--- src/rtl/hpdcache_pkg.sv ---
// HPDcache request/response types shared by the CVA6-side adapters and the cache core.
// Types only: no logic, no latency, no flow control.
package hpdcache_pkg;

  localparam int unsigned HPDCACHE_SID_WIDTH = 3;
  localparam int unsigned HPDCACHE_TID_WIDTH = 4;

  typedef logic [31:0] hpdcache_tag_t;

  typedef struct packed {
    logic uncacheable;
    logic io;
  } hpdcache_pma_t;

  typedef struct packed {
    logic [11:0]                   addr_offset;
    logic [63:0]                   wdata;
    logic [3:0]                    op;
    logic [7:0]                    be;
    logic [2:0]                    size;
    logic [HPDCACHE_SID_WIDTH-1:0] sid;
    logic [HPDCACHE_TID_WIDTH-1:0] tid;
    logic                          need_rsp;
    logic                          phys_indexed;
  } hpdcache_req_t;

  typedef struct packed {
    logic [63:0]                   rdata;
    logic [HPDCACHE_SID_WIDTH-1:0] sid;
    logic [HPDCACHE_TID_WIDTH-1:0] tid;
    logic                          error;
    logic                          aborted;
  } hpdcache_rsp_t;

endpackage

--- src/rtl/hpdcache_rr_sel.sv ---
// Rotate-priority selector: first set bit of req_i scanning upward from ptr_i, wrapping at N.
// Purely combinational, zero latency; no flow control of its own.
module hpdcache_rr_sel #(
  parameter int unsigned N    = 3,
  parameter int unsigned IDXW = $clog2(N)
) (
  input  logic [N-1:0]    req_i,
  input  logic [IDXW-1:0] ptr_i,
  output logic [N-1:0]    gnt_o,
  output logic [IDXW-1:0] idx_o,
  output logic            any_o
);

  always_comb begin
    int unsigned j;
    j     = 0;
    gnt_o = '0;
    idx_o = '0;
    any_o = 1'b0;
    for (int unsigned k = 0; k < N; k++) begin
      j = (32'(ptr_i) + k) % N;
      if (!any_o && req_i[j]) begin
        any_o    = 1'b1;
        gnt_o[j] = 1'b1;
        idx_o    = IDXW'(j);
      end
    end
  end

endmodule

--- src/rtl/cva6_hpdcache_req_arbiter.sv ---
// Round-robin share of the HPDcache request port among NREQ requesters, with SID-steered responses.
// Zero-cycle request/response paths, second phase one cycle after handshake; a stalled grant is held locked.
module cva6_hpdcache_req_arbiter
  import hpdcache_pkg::*;
#(
  parameter int unsigned NREQ = 3,
  parameter int unsigned IDXW = $clog2(NREQ)
) (
  input  logic            clk_i,
  input  logic            rst_i,
  input  logic [NREQ-1:0] req_valid_i,
  output logic [NREQ-1:0] req_ready_o,
  input  hpdcache_req_t   req_i [NREQ],
  input  logic [NREQ-1:0] req_abort_i,
  input  hpdcache_tag_t   req_tag_i [NREQ],
  input  hpdcache_pma_t   req_pma_i [NREQ],
  output logic [NREQ-1:0] rsp_valid_o,
  output hpdcache_rsp_t   rsp_o,
  output logic            hpdcache_req_valid_o,
  input  logic            hpdcache_req_ready_i,
  output hpdcache_req_t   hpdcache_req_o,
  output logic            hpdcache_req_abort_o,
  output hpdcache_tag_t   hpdcache_req_tag_o,
  output hpdcache_pma_t   hpdcache_req_pma_o,
  input  logic            hpdcache_rsp_valid_i,
  input  hpdcache_rsp_t   hpdcache_rsp_i
);

  typedef enum logic {ARB_IDLE = 1'b0, ARB_LOCKED = 1'b1} arb_state_t;

  arb_state_t      lock_q, lock_d;
  logic [IDXW-1:0] lock_idx_q, lock_idx_d;
  logic [IDXW-1:0] rr_ptr_q, rr_ptr_d;
  logic            s1_valid_q, s1_valid_d;
  logic [IDXW-1:0] s1_idx_q, s1_idx_d;

  logic [NREQ-1:0] sel_req, gnt;
  logic [IDXW-1:0] sel_ptr, gnt_idx;
  logic            gnt_any, handshake;

  // While locked, only the locked requester is offered to the selector.
  always_comb begin
    sel_req = req_valid_i;
    sel_ptr = rr_ptr_q;
    if (lock_q == ARB_LOCKED) begin
      sel_req             = '0;
      sel_req[lock_idx_q] = req_valid_i[lock_idx_q];
      sel_ptr             = lock_idx_q;
    end
  end

  hpdcache_rr_sel #(
    .N    (NREQ),
    .IDXW (IDXW)
  ) i_rr_sel (
    .req_i (sel_req),
    .ptr_i (sel_ptr),
    .gnt_o (gnt),
    .idx_o (gnt_idx),
    .any_o (gnt_any)
  );

  assign handshake            = gnt_any & hpdcache_req_ready_i;
  assign hpdcache_req_valid_o = gnt_any;
  assign req_ready_o          = gnt & {NREQ{hpdcache_req_ready_i}};

  always_comb begin
    hpdcache_req_o     = req_i[gnt_idx];
    hpdcache_req_o.sid = HPDCACHE_SID_WIDTH'(gnt_idx);
  end

  always_comb begin
    lock_d     = lock_q;
    lock_idx_d = lock_idx_q;
    rr_ptr_d   = rr_ptr_q;
    s1_valid_d = 1'b0;
    s1_idx_d   = s1_idx_q;
    case (lock_q)
      ARB_IDLE: begin
        if (gnt_any && !hpdcache_req_ready_i) begin
          lock_d     = ARB_LOCKED;
          lock_idx_d = gnt_idx;
        end
      end
      ARB_LOCKED: begin
        // A requester withdrawing while locked is illegal, but must not wedge the port.
        if (handshake || !req_valid_i[lock_idx_q]) lock_d = ARB_IDLE;
      end
    endcase
    if (handshake) begin
      rr_ptr_d = (gnt_idx == IDXW'(NREQ - 1)) ? '0 : gnt_idx + IDXW'(1);
      if (!req_i[gnt_idx].phys_indexed) begin
        s1_valid_d = 1'b1;
        s1_idx_d   = gnt_idx;
      end
    end
  end

  always_ff @(posedge clk_i or posedge rst_i) begin
    if (rst_i) begin
      lock_q     <= ARB_IDLE;
      lock_idx_q <= '0;
      rr_ptr_q   <= '0;
      s1_valid_q <= 1'b0;
      s1_idx_q   <= '0;
    end else begin
      lock_q     <= lock_d;
      lock_idx_q <= lock_idx_d;
      rr_ptr_q   <= rr_ptr_d;
      s1_valid_q <= s1_valid_d;
      s1_idx_q   <= s1_idx_d;
    end
  end

  always_comb begin
    hpdcache_req_abort_o = 1'b0;
    hpdcache_req_tag_o   = '0;
    hpdcache_req_pma_o   = '0;
    if (s1_valid_q) begin
      hpdcache_req_abort_o = req_abort_i[s1_idx_q];
      hpdcache_req_tag_o   = req_tag_i[s1_idx_q];
      hpdcache_req_pma_o   = req_pma_i[s1_idx_q];
    end
  end

  // An out-of-range SID matches no requester, so the response is simply dropped.
  always_comb begin
    rsp_valid_o = '0;
    for (int unsigned i = 0; i < NREQ; i++) begin
      rsp_valid_o[i] = hpdcache_rsp_valid_i && (hpdcache_rsp_i.sid == HPDCACHE_SID_WIDTH'(i));
    end
  end

  assign rsp_o = hpdcache_rsp_i;

`ifndef SYNTHESIS
  always @(posedge clk_i) begin
    if (!rst_i) begin
      assert (!(lock_q == ARB_LOCKED && !req_valid_i[lock_idx_q]))
        else $error("requester %0d withdrew valid while locked", lock_idx_q);
      assert (!hpdcache_rsp_valid_i || (32'(hpdcache_rsp_i.sid) < NREQ))
        else $warning("response sid %0d has no requester, dropped", hpdcache_rsp_i.sid);
    end
  end
`endif

endmodule

--- config.mk ---
export PLATFORM = sky130hd
export DESIGN_NAME = cva6_hpdcache_req_arbiter
export DESIGN_NICKNAME = d
export VERILOG_FILES = /design/src/rtl/hpdcache_pkg.sv /design/src/rtl/hpdcache_rr_sel.sv /design/src/rtl/cva6_hpdcache_req_arbiter.sv
export SDC_FILE = /design/constraint.sdc
export NUM_CORES = 1
export LEC_CHECK = 0
export BUFFER_PORTS_ARGS = -buffer_cell sky130_fd_sc_hd__buf_2
export CELL_PAD_IN_SITES_DETAIL_PLACEMENT = 0
export CELL_PAD_IN_SITES_GLOBAL_PLACEMENT = 1
export CORE_AREA = 2 2 275 277
export CTS_CLUSTER_SIZE = 16
export DETAILED_ROUTE_END_ITERATION = 6
export DIE_AREA = 0 0 277 279
export GPL_ROUTABILITY_DRIVEN = 0
export PLACE_DENSITY = 0.4
export SYNTH_ARGS = -nofsm -noshare
export SYNTH_HDL_FRONTEND = slang
export SYNTH_SLANG_ARGS = --single-unit
--- constraint.sdc ---
create_clock -name clk_i -period 3.21 [get_ports clk_i]
set_input_delay 0.321 -clock clk_i [delete_from_list [all_inputs] [get_ports clk_i]]
set_output_delay 0.321 -clock clk_i [all_outputs]
set_load 0.05 [all_outputs]
# After elaboration in Yosys (flattened, before gate mapping)
# Cells that the tools add are included.
[word_totals]
regBits = 8
elab_cells = 99
[op_classes]
n_addsub = 3
n_div = 3
order_cmp = 11
n_eq_ne = 3
mux = 47
n_bitwise = 9
reduce_logical = 18
[op_table]
columns = ["op", "n"]
rows = [
  ["$bmux W100 S2", 1],
  ["$mux W100", 2],
  ["$ge A32 B1 Y1 const B", 3],
  ["$lt A32 B3 Y1 const B", 3],
  ["$mux W32", 3],
  ["$bmux W32 S2", 1],
  ["$mod A32 B2 Y32 const B", 2],
  ["$mod A2 B2 Y32 const B", 1],
  ["$mux W1", 17],
  ["$mux W2", 8],
  ["$mux W3", 4],
  ["$bmux W1 S2", 5],
  ["$logic_and A1 B1 Y1", 10],
  ["$demux W1 S2", 4],
  ["$and A3 B3 Y3", 2],
  ["$ge A3 B3 Y1 const B", 2],
  ["$lt A2 B3 Y1 const B", 2],
  ["$not A2 Y3", 2],
  ["$or A3 B3 Y3", 2],
  ["$bmux W2 S2", 1],
  ["$logic_not A1 Y1", 4],
  ["$reduce_and A2 Y1", 2],
  ["$add A2 B1 Y3 const B", 1],
  ["$add A2 B2 Y3 const B", 1],
  ["10 further kinds", 11],
]

# Depth between registers and ports, before layout
# Gate-level depths: netlist of run 1.
[depth]
depth_word = 21
ltp_mapped = 13

# Cells and area by module
# A second synthesis of run 1 with hierarchy kept.
[hier_totals]
hier_cells = 658
area_unflattened_um2 = 4505.6
[modules_own_cells]
columns = ["mod", "instances", "cells_per_inst", "area_each_um2"]
rows = [
  ["cva6_hpdcache_req_arbiter", 1, 606, 4124.0],
  ["hpdcache_rr_sel", 1, 52, 381.6],
]

# Worst setup path after synthesis of run 1
# No wires, ideal clock.
[synth_path]
kind = "flip-flop to output port"
start = "register lock_q"
end = "output hpdcache_req_o[90] (netlist name)"
arrival_time_ns = 3.509
slack_ns = -0.620
stages_incl_launch_ff = 13
path_buffers = 2
cell_sequence = "dfrtp_1 buf_2 nand2_1 a21boi_0 inv_1 ha_1 and2_1 nand2_1 nand4_2 inv_2 clkbuf_1 nand2_1 a31oi_1"
[synth_lines]
columns = ["item", "line_no", "source"]
rows = [
  ["start, declared", "cva6_hpdcache_req_arbiter.sv:31", "arb_state_t lock_q, lock_d;"],
  ["start signal, assigned", "cva6_hpdcache_req_arbiter.sv:107", "lock_q <= lock_d;"],
  ["end, declared", "cva6_hpdcache_req_arbiter.sv:21", "output hpdcache_req_t hpdcache_req_o,"],
]

==> reports/qor.csv, run 1 <==
stage;metric;value;unit
run_status;status;complete, no violations;
flow_run;drv_cap;0;
clock_tree;cts.sinks;8;
yosys;postSynth.asyncResetShare;1.00;
yosys;synth-main-ff-cell;dfrtp_1;
final_layout;postLayoutCoreUtil;0.150;
detailed_routing;drc;0;
global_routing;antenna_found_initial;15;
placed_design;post-place-cells;2219;
timing;hold_slack;0.0336;ns
clock_tree;cts_max_level;1;
global_routing;grt_pass1_vias;7711;
die;die_h;279;microns
global_routing;grt_use_met1;0.104;
yosys;synth_fa_ha_area_frac;0.0116;
global_routing;grt_use_total;0.0879;
clock_tree;root_buffer;clkbuf_16;
power_and_ir_drop;ir_drop;674;uV
timing;post-route-worst-setup-slack;0.0472;ns
yosys;ys_seq_area_frac;0.0464;
yosys;synth-xor-area-share;0;
global_routing;use_met2;0.147;
timing;period_share;0.985;
timing;fin_skew;0.00606;ns
clock_tree;clk_latency;0.24;ns
yosys;synth_top_area_share;0.209;
final_layout;nets;1791;
die;rows;100;
clock_tree;path_clk_slew;0.04;ns
power_and_ir_drop;p_leak;0.00499;uW
clock_tree;numCtsBuffers;3;
yosys;synth-edff-count;0;
worst_setup_path;endpoint_kind;output pin;
final_layout;final_cell_mix;449 x buf_2, 217 x nand2_1, 81 x buf_6;
detailed_routing;ant_nets;0;
die;io_pins;700;
yosys;synth-simple-area-share;0.393;
yosys;yosysUniqueCellTypes;49;
global_routing;use_met3;0.0365;
worst_setup_path;crit_type;reg2out;
final_layout;syn_to_final_growth;157;%
global_routing;grt_first_pass_wirelength;51000;microns
yosys;ys_seq_elements;8;
detailed_routing;viasPerCell;3.32;
placed_design;port_buffers;549;
worst_setup_path;r2r_slack;0.35;ns
worst_setup_path;critPathLaunchType;flop;
timing;fin_crit;3.16;ns
clock_tree;cts_tree;built;
placed_design;hpwl;29000;microns
yosys;syn_inst;774;
worst_setup_path;crit_arrival;2.84;ns
global_routing;grt_busiest_layer;met2;
yosys;syn_nets;1263;
die;initial_core_util;0.0582;
yosys;netlist_top_cells_area;nand2_1 21%, a31oi_1 15%, buf_4 13%;
global_routing;overflow;0;
die;die_w;277;microns
detailed_routing;drt_iter0_drc;258;
detailed_routing;drt_first_pass_iters;4;
final_layout;nFillCells;8615;
timing;max_freq;0.316;GHz
power_and_ir_drop;p_per_area;1460;nW/um^2
yosys;ys_warn_count;0;
detailed_routing;wirelength;38800;microns
detailed_routing;vias;7551;
die;core-area;74100;sq um
worst_hold_path;worstHoldPathType;in2async;
die;die-area;77300;sq um
global_routing;grt_max_degree;38;
yosys;muxShareOfSynthArea;0.104;
worst_setup_path;required;2.89;ns
detailed_routing;routedWlPerCell;17.0;microns
timing;hold_violations;0;
clock_tree;cts_buffer_depth;2;
worst_setup_path;cp_max_fo;11;
timing;final_max_slew_viol_count;0;
final_layout;layout.cells.non_filler;2274;
timing;rsz0062_at_grt;true;
final_layout;drive_above_1_share;0.640;
final_layout;layout.cells.most_common;buf_2;
yosys;yosys.area.top_type;nand2_1;
placed_design;dp_slack;-0.229;ns
yosys;synth-compound-area-share;0.245;
timing;setup_viol;0;
yosys;synth_area;4310;sq um
yosys;synth_top_family_by_area;simple AND/OR/NAND/NOR gates;
power_and_ir_drop;p_total;16200;uW
yosys;avgSynthCellArea;5.57;sq um
[synthesized netlist by cell type, types with 2 or more instances]
library cell,count
nand2_1,240
nor2_1,102
a31oi_1,101
buf_4,76
o21ai_0,41
mux2i_1,40
clkbuf_1,39
and2_1,37
buf_2,12
buf_1,9
inv_1,9
dfrtp_1,8
a21oi_1,7
a21boi_0,4
ha_1,4
mux2_1,3
nand3_1,2
nand3b_1,2
nand4_1,2
nor2b_1,2
nor3_1,2
nor4bb_1,2
o211ai_1,2
o21ai_1,2
or4_1,2
[state kept, by name, indices dropped and copies added, names as in the netlist]
register	count
lock_idx_q	2
s1_valid_q	1
lock_q	1
rr_ptr_q	2
s1_idx_q	2
[cell families (layout without fill, tap and decap cells)]
kind of cell             Yosys count  in the layout
AND/OR/NAND/NOR                  402            402
other                              1              5
flip-flops                         8              8
AO/OA/AOI/OAI                    168            168
buffers and inverters            147            674
adder cells (fa/ha/maj)            4              4
multiplexers                      44             44
[where the power goes]
part / leakage, uW / switching, uW / internal, uW
clock network: 0.0000382 / 53.0 / 166
logic: 0.00485 / 9340 / 6430
registers: 0.0000994 / 35.2 / 146
total: 0.00499 / 9420 / 6740
[routing by layer]
layer  vias up  part of all wire  wire length (microns)
met5         -            0.0031                    120
met2       392              0.47                  18200
li1       3619                 -                      -
met4        18             0.027                   1030
met3        52             0.093                   3620
met1      3470              0.41                  15800
[final cells by class]
| type | count | area (sq um) | area share |
|---|---|---|---|
| Timing Repair Buffer | 660 | 5060 | 0.456 |
| Sequential cell | 8 | 203 | 0.0183 |
| Inverter | 10 | 66.3 | 0.00598 |
| Multi-Input combinational cell | 619 | 4460 | 0.402 |
| Tap cell | 969 | 1210 | 0.109 |
| Antenna cell | 4 | 10.0 | 0.000903 |
| Clock buffer | 4 | 78.8 | 0.00711 |
[worst max-delay path, cell delays in order, from the launching register on]
cell and delay [ns]:
dfrtp_2 0.44, nand2_1 0.08, a21boi_2 0.16, buf_6 0.13, ha_4 0.22, nor3_4 0.22
buf_6 0.14, a31oi_4 0.03, nand4_1 0.13, buf_6 0.18, buf_16 0.21, buf_16 0.17
nor2_1 0.05, a31oi_2 0.23, buf_6 0.20
[timing repair]
| item | CTS | global route |
|---|---|---|
| resized for setup | 162 | 146 |
| hold endpoints to repair | 0 | 0 |
| pin swaps | 7 | 32 |
| cloned | 11 | 12 |
| buffers inserted | 8 | 17 |
| hold buffers | 0 | 0 |
| setup endpoints to repair | 103 | 100 |
[worst paths after layout]
| check | from | endpoint | cells after the start |
|---|---|---|---|
| max in group asynchronous | rst_i | lock_q | 2 |
| worst min-delay path | rst_i | s1_idx_q[0] | 2 |
| worst max-delay path | lock_q | hpdcache_req_o[26] | 14 |
| worst min register to register | rr_ptr_q[1] | rr_ptr_q[1] | 1 |
| worst max register to register | lock_q | s1_idx_q[1] | 14 |
| min in group clk_i | hpdcache_req_ready_i | lock_q | 2 |
[stage by stage]
step / cell area [sq um] / setup TNS (ns)
after CTS: 10100 / -0.314
after global routing: 11100 / -1.30
after floorplan: 5120 / -0.741
after detailed placement: 9130 / -11.99
final: 11100 / 0
after global placement: 9130 / -10.39
No activity file was read; power rests on OpenSTA's default activity.
==> run 2, diff against run 1 <==
--- a/config.mk
+++ b/config.mk
@@ -8,12 +8,13 @@
 export BUFFER_PORTS_ARGS = -buffer_cell sky130_fd_sc_hd__buf_2
 export CELL_PAD_IN_SITES_DETAIL_PLACEMENT = 0
 export CELL_PAD_IN_SITES_GLOBAL_PLACEMENT = 1
-export CORE_AREA = 2 2 275 277
+export CORE_AREA = 2 2 273 275
 export CTS_CLUSTER_SIZE = 16
 export DETAILED_ROUTE_END_ITERATION = 6
-export DIE_AREA = 0 0 277 279
+export DIE_AREA = 0 0 275 277
 export GPL_ROUTABILITY_DRIVEN = 0
-export PLACE_DENSITY = 0.4
+export PLACE_DENSITY = 0.39
 export SYNTH_ARGS = -nofsm -noshare
 export SYNTH_HDL_FRONTEND = slang
+export SYNTH_HIERARCHICAL = 1
 export SYNTH_SLANG_ARGS = --single-unit
==> run 2 against run 1 <==
Compared with the run above:
- the flow now finishes with violations (negative setup slack)
- global-route usage decreased by 1.1 points
- critical endpoint is now hpdcache_req_o[72]
- sequential share of layout area decreased by 0.15 points
- setup slack got worse by 0.30 ns
==> reports/qor.csv, run 2 <==
stage;metric;value;unit
final_layout;postLayoutCoreUtil;0.163;
yosys;yosysUniqueCellTypes;50;
worst_setup_path;required;2.89;ns
die;die-area;76200;sq um
clock_tree;cts_tree;built;
clock_tree;cts.sinks;8;
worst_setup_path;crit_arrival;3.15;ns
final_layout;syn_to_final_growth;166;%
clock_tree;path_clk_slew;0.04;ns
yosys;synth_top_area_share;0.298;
yosys;synth-edff-count;0;
timing;worst_pin_slew;0.734;ns
final_layout;nets;1692;
yosys;yosys.area.top_type;mux2i_1;
global_routing;overflow;0;
timing;fin_skew;0.00152;ns
clock_tree;cts_buffer_depth;2;
timing;post-route-worst-setup-slack;-0.256;ns
detailed_routing;drt_first_pass_iters;4;
worst_setup_path;crit_type;reg2out;
timing;slew_headroom;0.511;
worst_setup_path;r2r_slack;0.09;ns
yosys;ys_seq_area_frac;0.0444;
global_routing;antenna_found_initial;1;
final_layout;nFillCells;8355;
detailed_routing;vias;6833;
worst_setup_path;r2r_cells;15;
timing;hold_slack;0.0466;ns
detailed_routing;routedWlPerCell;15.4;microns
worst_setup_path;cp_max_fo;6;
timing;rsz0062_at_grt;true;
run_status;status;finished, violations left;
worst_hold_path;worstHoldPathType;in2async;
final_layout;layout.cells.non_filler;2172;
clock_tree;root_buffer;clkbuf_16;
global_routing;grt_use_total;0.0769;
placed_design;port_buffers;549;
timing;fin_setup_tns;-14.41;ns
worst_setup_path;r2r-end;s1_idx_q[0];
timing;max_freq;0.288;GHz
detailed_routing;drc;0;
worst_setup_path;critPathLaunchType;flop;
yosys;synth-main-ff-cell;dfrtp_1;
yosys;syn_inst;658;
flow_run;drv_cap;0;
timing;setup_viol;97;
yosys;ys_top_cells_by_count;138 x nand2_1, 134 x mux2i_1, 95 x o21ai_0;
timing;period_share;1.08;
yosys;ys_seq_elements;8;
clock_tree;numCtsBuffers;3;
clock_tree;cts_max_level;1;
yosys;syn_nets;1147;
worst_setup_path;rr_startpoint;lock_q;
die;io_pins;700;
detailed_routing;ant_nets;0;
global_routing;grt_pass1_vias;7268;
die;die_h;277;microns
placed_design;post-place-cells;2123;
final_layout;drive_above_1_share;0.769;
die;die_w;275;microns
global_routing;grt_first_pass_wirelength;44500;microns
detailed_routing;viasPerCell;3.15;
clock_tree;clk_latency;0.23;ns
run_status;violations;negative setup slack;
placed_design;hpwl;24900;microns
yosys;avgSynthCellArea;6.85;sq um
final_layout;top_regs;lock_idx_q (2), rr_ptr_q (2), s1_idx_q (2);
yosys;post-synth-top-count-cell;nand2_1;
yosys;postSynth.asyncResetShare;1.00;
final_layout;final_cell_mix;450 x buf_2, 95 x o21ai_4, 92 x nand2_1;
timing;fin_crit;3.47;ns
yosys;netlist_top_cells_area;mux2i_1 30%, buf_4 15%, nand2_1 11%;
die;initial_core_util;0.0612;
detailed_routing;drt_iter0_drc;130;
yosys;ys_warn_count;6;
timing;final_max_slew_viol_count;0;
clock_tree;postCtsHoldBufs;0;
final_layout;layout.cells.most_common;buf_2;
die;core-area;73600;sq um
yosys;synth_area;4510;sq um
timing;hold_violations;0;
die;rows;100;
worst_setup_path;endpoint_kind;output pin;
global_routing;grt_max_degree;55;
detailed_routing;wirelength;33500;microns
==> run 2: logic make-up after synthesis <==
group / Yosys count / share of synthesized area
flip-flops: 8 / 0.0444
other: 1 / 0.000832
multiplexers: 140 / 0.318
adder cells (fa/ha/maj): 4 / 0.0111
AO/OA/AOI/OAI: 163 / 0.215
AND/OR/NAND/NOR: 208 / 0.210
buffers and inverters: 134 / 0.202
==> run 2: what timing repair did <==
item,CTS,global route
setup buffers,30,6
resized for setup,340,108
endpoints found under the hold margin,0,0
cloned,8,7
endpoints found under the setup margin,99,99
pin swaps,18,18
==> run 2: per-stage QoR <==
step	worst slack, ns	area, sq um
detailed placement	-0.111	9520
global route	-0.402	12000
CTS	-0.241	11400
finish	-0.256	12000
global placement	-0.139	9520
floorplan	-0.349	5740
==> run 2: worst max path at each step <==
stage	startpoint	to	slack, ns	cells past startpoint
finish	lock_q	hpdcache_req_o[72]	-0.26	16
global route	lock_q	hpdcache_req_o[72]	-0.40	16
CTS	lock_q	hpdcache_req_o[14]	-0.24	13
detailed placement	lock_q	hpdcache_req_o[51]	-0.11	13
global placement	lock_q	hpdcache_req_o[51]	-0.14	13
floorplan	lock_q	hpdcache_req_o[21]	-0.35	12
==> run 2: critical path, stage by stage, from the launching register on <==
cell      delay, ns
dfrtp_1        0.40
mux2_4         0.35
ha_4           0.28
buf_6          0.10
nor3_2         0.04
o211ai_1       0.35
a21oi_4        0.10
buf_6          0.14
buf_12         0.14
nor2b_4        0.22
buf_8          0.19
buf_16         0.12
buf_12         0.12
buf_6          0.10
nand2_4        0.04
o21ai_4        0.05
buf_6          0.17
==> run 2: layout make-up <==
cell class,count,area [sq um],share of cell area
inverter,7,28.8,0.00240
tap,969,1210,0.101
multi-input combinational,516,5520,0.460
sequential,8,201,0.0168
timing repair buffer,667,4960,0.413
antenna,1,2.50,0.000208
clock buffer,4,78.8,0.00657
==> run 2: metal layers <==
metal	track usage	part of all wire	up-vias	wire length, microns
met5	0	0.00036	-	12
met4	0.0150	0.015	2	507
met3	0.0151	0.067	24	2230
met2	0.153	0.55	346	18400
met1	0.0824	0.37	3168	12400
li1	-	-	3293	-
Power of run 2 is left out: the tool's default activity adds up to more than one toggle a clock period on the data nets, which glitch-free logic cannot reach.
==> run 3, diff against run 2 <==
--- a/config.mk
+++ b/config.mk
@@ -13,6 +13,7 @@
 export DETAILED_ROUTE_END_ITERATION = 6
 export DIE_AREA = 0 0 275 277
 export GPL_ROUTABILITY_DRIVEN = 0
+export MAX_ROUTING_LAYER = met4
 export PLACE_DENSITY = 0.39
 export SYNTH_ARGS = -nofsm -noshare
 export SYNTH_HDL_FRONTEND = slang
==> run 3 against run 2 <==
Compared with the run above:
- the run still ends with negative setup slack left
- critical path depth did not move
- wire length rose by 0.22%
- cell count barely moved
- highest routed layer is now met4
==> reports/qor.csv, run 3 (same netlist as run 2, synthesis figures left out) <==
stage;metric;value;unit
final_layout;drive_above_1_share;0.769;
detailed_routing;routedWlPerCell;15.5;microns
clock_tree;clk_latency;0.23;ns
timing;hold_violations;0;
global_routing;grt_use_total;0.0791;
worst_setup_path;slowest_delay;0.40;ns
detailed_routing;vias;6826;
timing;fin_skew;0.00140;ns
final_layout;final_cell_mix;450 x buf_2, 95 x o21ai_4, 92 x nand2_1;
clock_tree;cts_max_level;1;
final_layout;syn_to_final_growth;166;%
worst_setup_path;required;2.89;ns
timing;post-route-worst-setup-slack;-0.257;ns
placed_design;post-place-cells;2123;
clock_tree;numCtsBuffers;3;
timing;setup_viol;97;
die;io_pins;700;
clock_tree;root_buffer;clkbuf_16;
detailed_routing;drc;0;
die;rows;100;
global_routing;grt_pass1_vias;7277;
worst_setup_path;crit_start;lock_q;
detailed_routing;wl_met3;1790;microns
die;die-area;76200;sq um
timing;final_max_slew_viol_count;0;
global_routing;overflow;0;
worst_setup_path;cp_slowest_cell;dfrtp_1;
clock_tree;cts_buffer_depth;2;
timing;fin_crit;3.47;ns
clock_tree;path_clk_slew;0.04;ns
timing;rsz0062_at_grt;true;
worst_setup_path;cp_max_fo;6;
detailed_routing;viasPerCell;3.14;
die;initial_core_util;0.0612;
worst_setup_path;path_cells;mux2_4, ha_4, buf_6, nor3_2, o211ai_1, a21oi_4, buf_6, buf_12, nor2b_4, buf_8, buf_16, buf_12, buf_6, nand2_4, o21ai_4, buf_6;
placed_design;hpwl;24900;microns
worst_setup_path;endpoint_kind;output pin;
worst_hold_path;worstHoldPathType;in2async;
worst_setup_path;crit_arrival;3.15;ns
global_routing;antenna_found_initial;1;
run_status;status;finished, violations left;
final_layout;layout.cells.most_common;buf_2;
worst_setup_path;crit_type;reg2out;
timing;worst_pin_slew;0.749;ns
global_routing;grt_first_pass_wirelength;44400;microns
worst_setup_path;cp_common_cell;buf_6;
worst_setup_path;critPathLaunchType;flop;
detailed_routing;wl_met1;12900;microns
final_layout;nets;1692;
placed_design;port_buffers;549;
global_routing;grt_max_degree;55;
run_status;violations;negative setup slack;
detailed_routing;top_layer;met4;
detailed_routing;drt_first_pass_iters;4;
clock_tree;cts_tree;built;
worst_setup_path;rr_startpoint;lock_q;
worst_setup_path;cp.buffers_inverters;8;
clock_tree;cts.sinks;8;
timing;max_freq;0.288;GHz
worst_setup_path;path_delay_family;buffers and inverters;
detailed_routing;ant_nets;0;
clock_tree;postCtsHoldBufs;0;
final_layout;layout.cells.non_filler;2173;
detailed_routing;wirelength;33600;microns
final_layout;top_regs;lock_idx_q (2), rr_ptr_q (2), s1_idx_q (2);
die;die_h;277;microns
detailed_routing;drt_iter0_drc;159;
detailed_routing;met2_length;18400;microns
die;die_w;275;microns
die;core-area;73600;sq um
timing;slew_headroom;0.501;
timing;fin_setup_tns;-14.37;ns
timing;period_share;1.08;
flow_run;drv_cap;0;
## run 3: cell types whose count changed in the layout (fill, tap and decap cells not counted)
| cell | change |
|---|---|
| diode_2 | +1 |
## run 3: stage by stage
| stage | hold slack (ns) | instance area (sq um) | setup WS (ns) | util |
|---|---|---|---|---|
| finish | 0.0465 | 12000 | -0.257 | 0.163 |
| global route | 0.0839 | 12000 | -0.402 | 0.163 |
| CTS | 0.0651 | 11400 | -0.241 | 0.155 |
| detailed placement | 0.310 | 9520 | -0.111 | 0.129 |
| global placement | 0.303 | 9520 | -0.139 | 0.129 |
| floorplan | 0.137 | 5740 | -0.349 | - |
## run 3: final timing paths
check                                      to  slack, ns  cells after the start
max                        hpdcache_req_o[72]      -0.26                     16
min reg2reg                       rr_ptr_q[1]       0.49                      2
max reg2reg                       s1_idx_q[0]       0.08                     15
min in group clk_i                s1_idx_q[1]       0.47                      3
max in group asynchronous         s1_idx_q[1]       2.89                      2
min                               s1_idx_q[0]       0.05                      2
## run 3: layout make-up
| cell class | count | area [sq um] |
|---|---|---|
| Clock buffer | 4 | 78.8 |
| Inverter | 7 | 28.8 |
| Sequential cell | 8 | 201 |
| Tap cell | 969 | 1210 |
| Timing Repair Buffer | 667 | 4960 |
| Antenna cell | 2 | 5.00 |
| Fill cell | 8355 | 61600 |
| Multi-Input combinational cell | 516 | 5520 |
## run 3: metal layers
| layer | global-route usage | vias up |
|---|---|---|
| met5 | - | - |
| met1 | 0.0863 | 3171 |
| met4 | 0.0150 | 0 |
| li1 | - | 3293 |
| met2 | 0.152 | 340 |
| met3 | 0.00884 | 22 |
## run 3: what timing repair did
action	in CTS	in global routing
setup buffers	30	6
endpoints found under the hold margin	0	0
pin swaps	18	18
gates cloned	8	7
resized for setup	340	108
endpoints found under the setup margin	99	99
Power of run 3 is left out for the same reason.
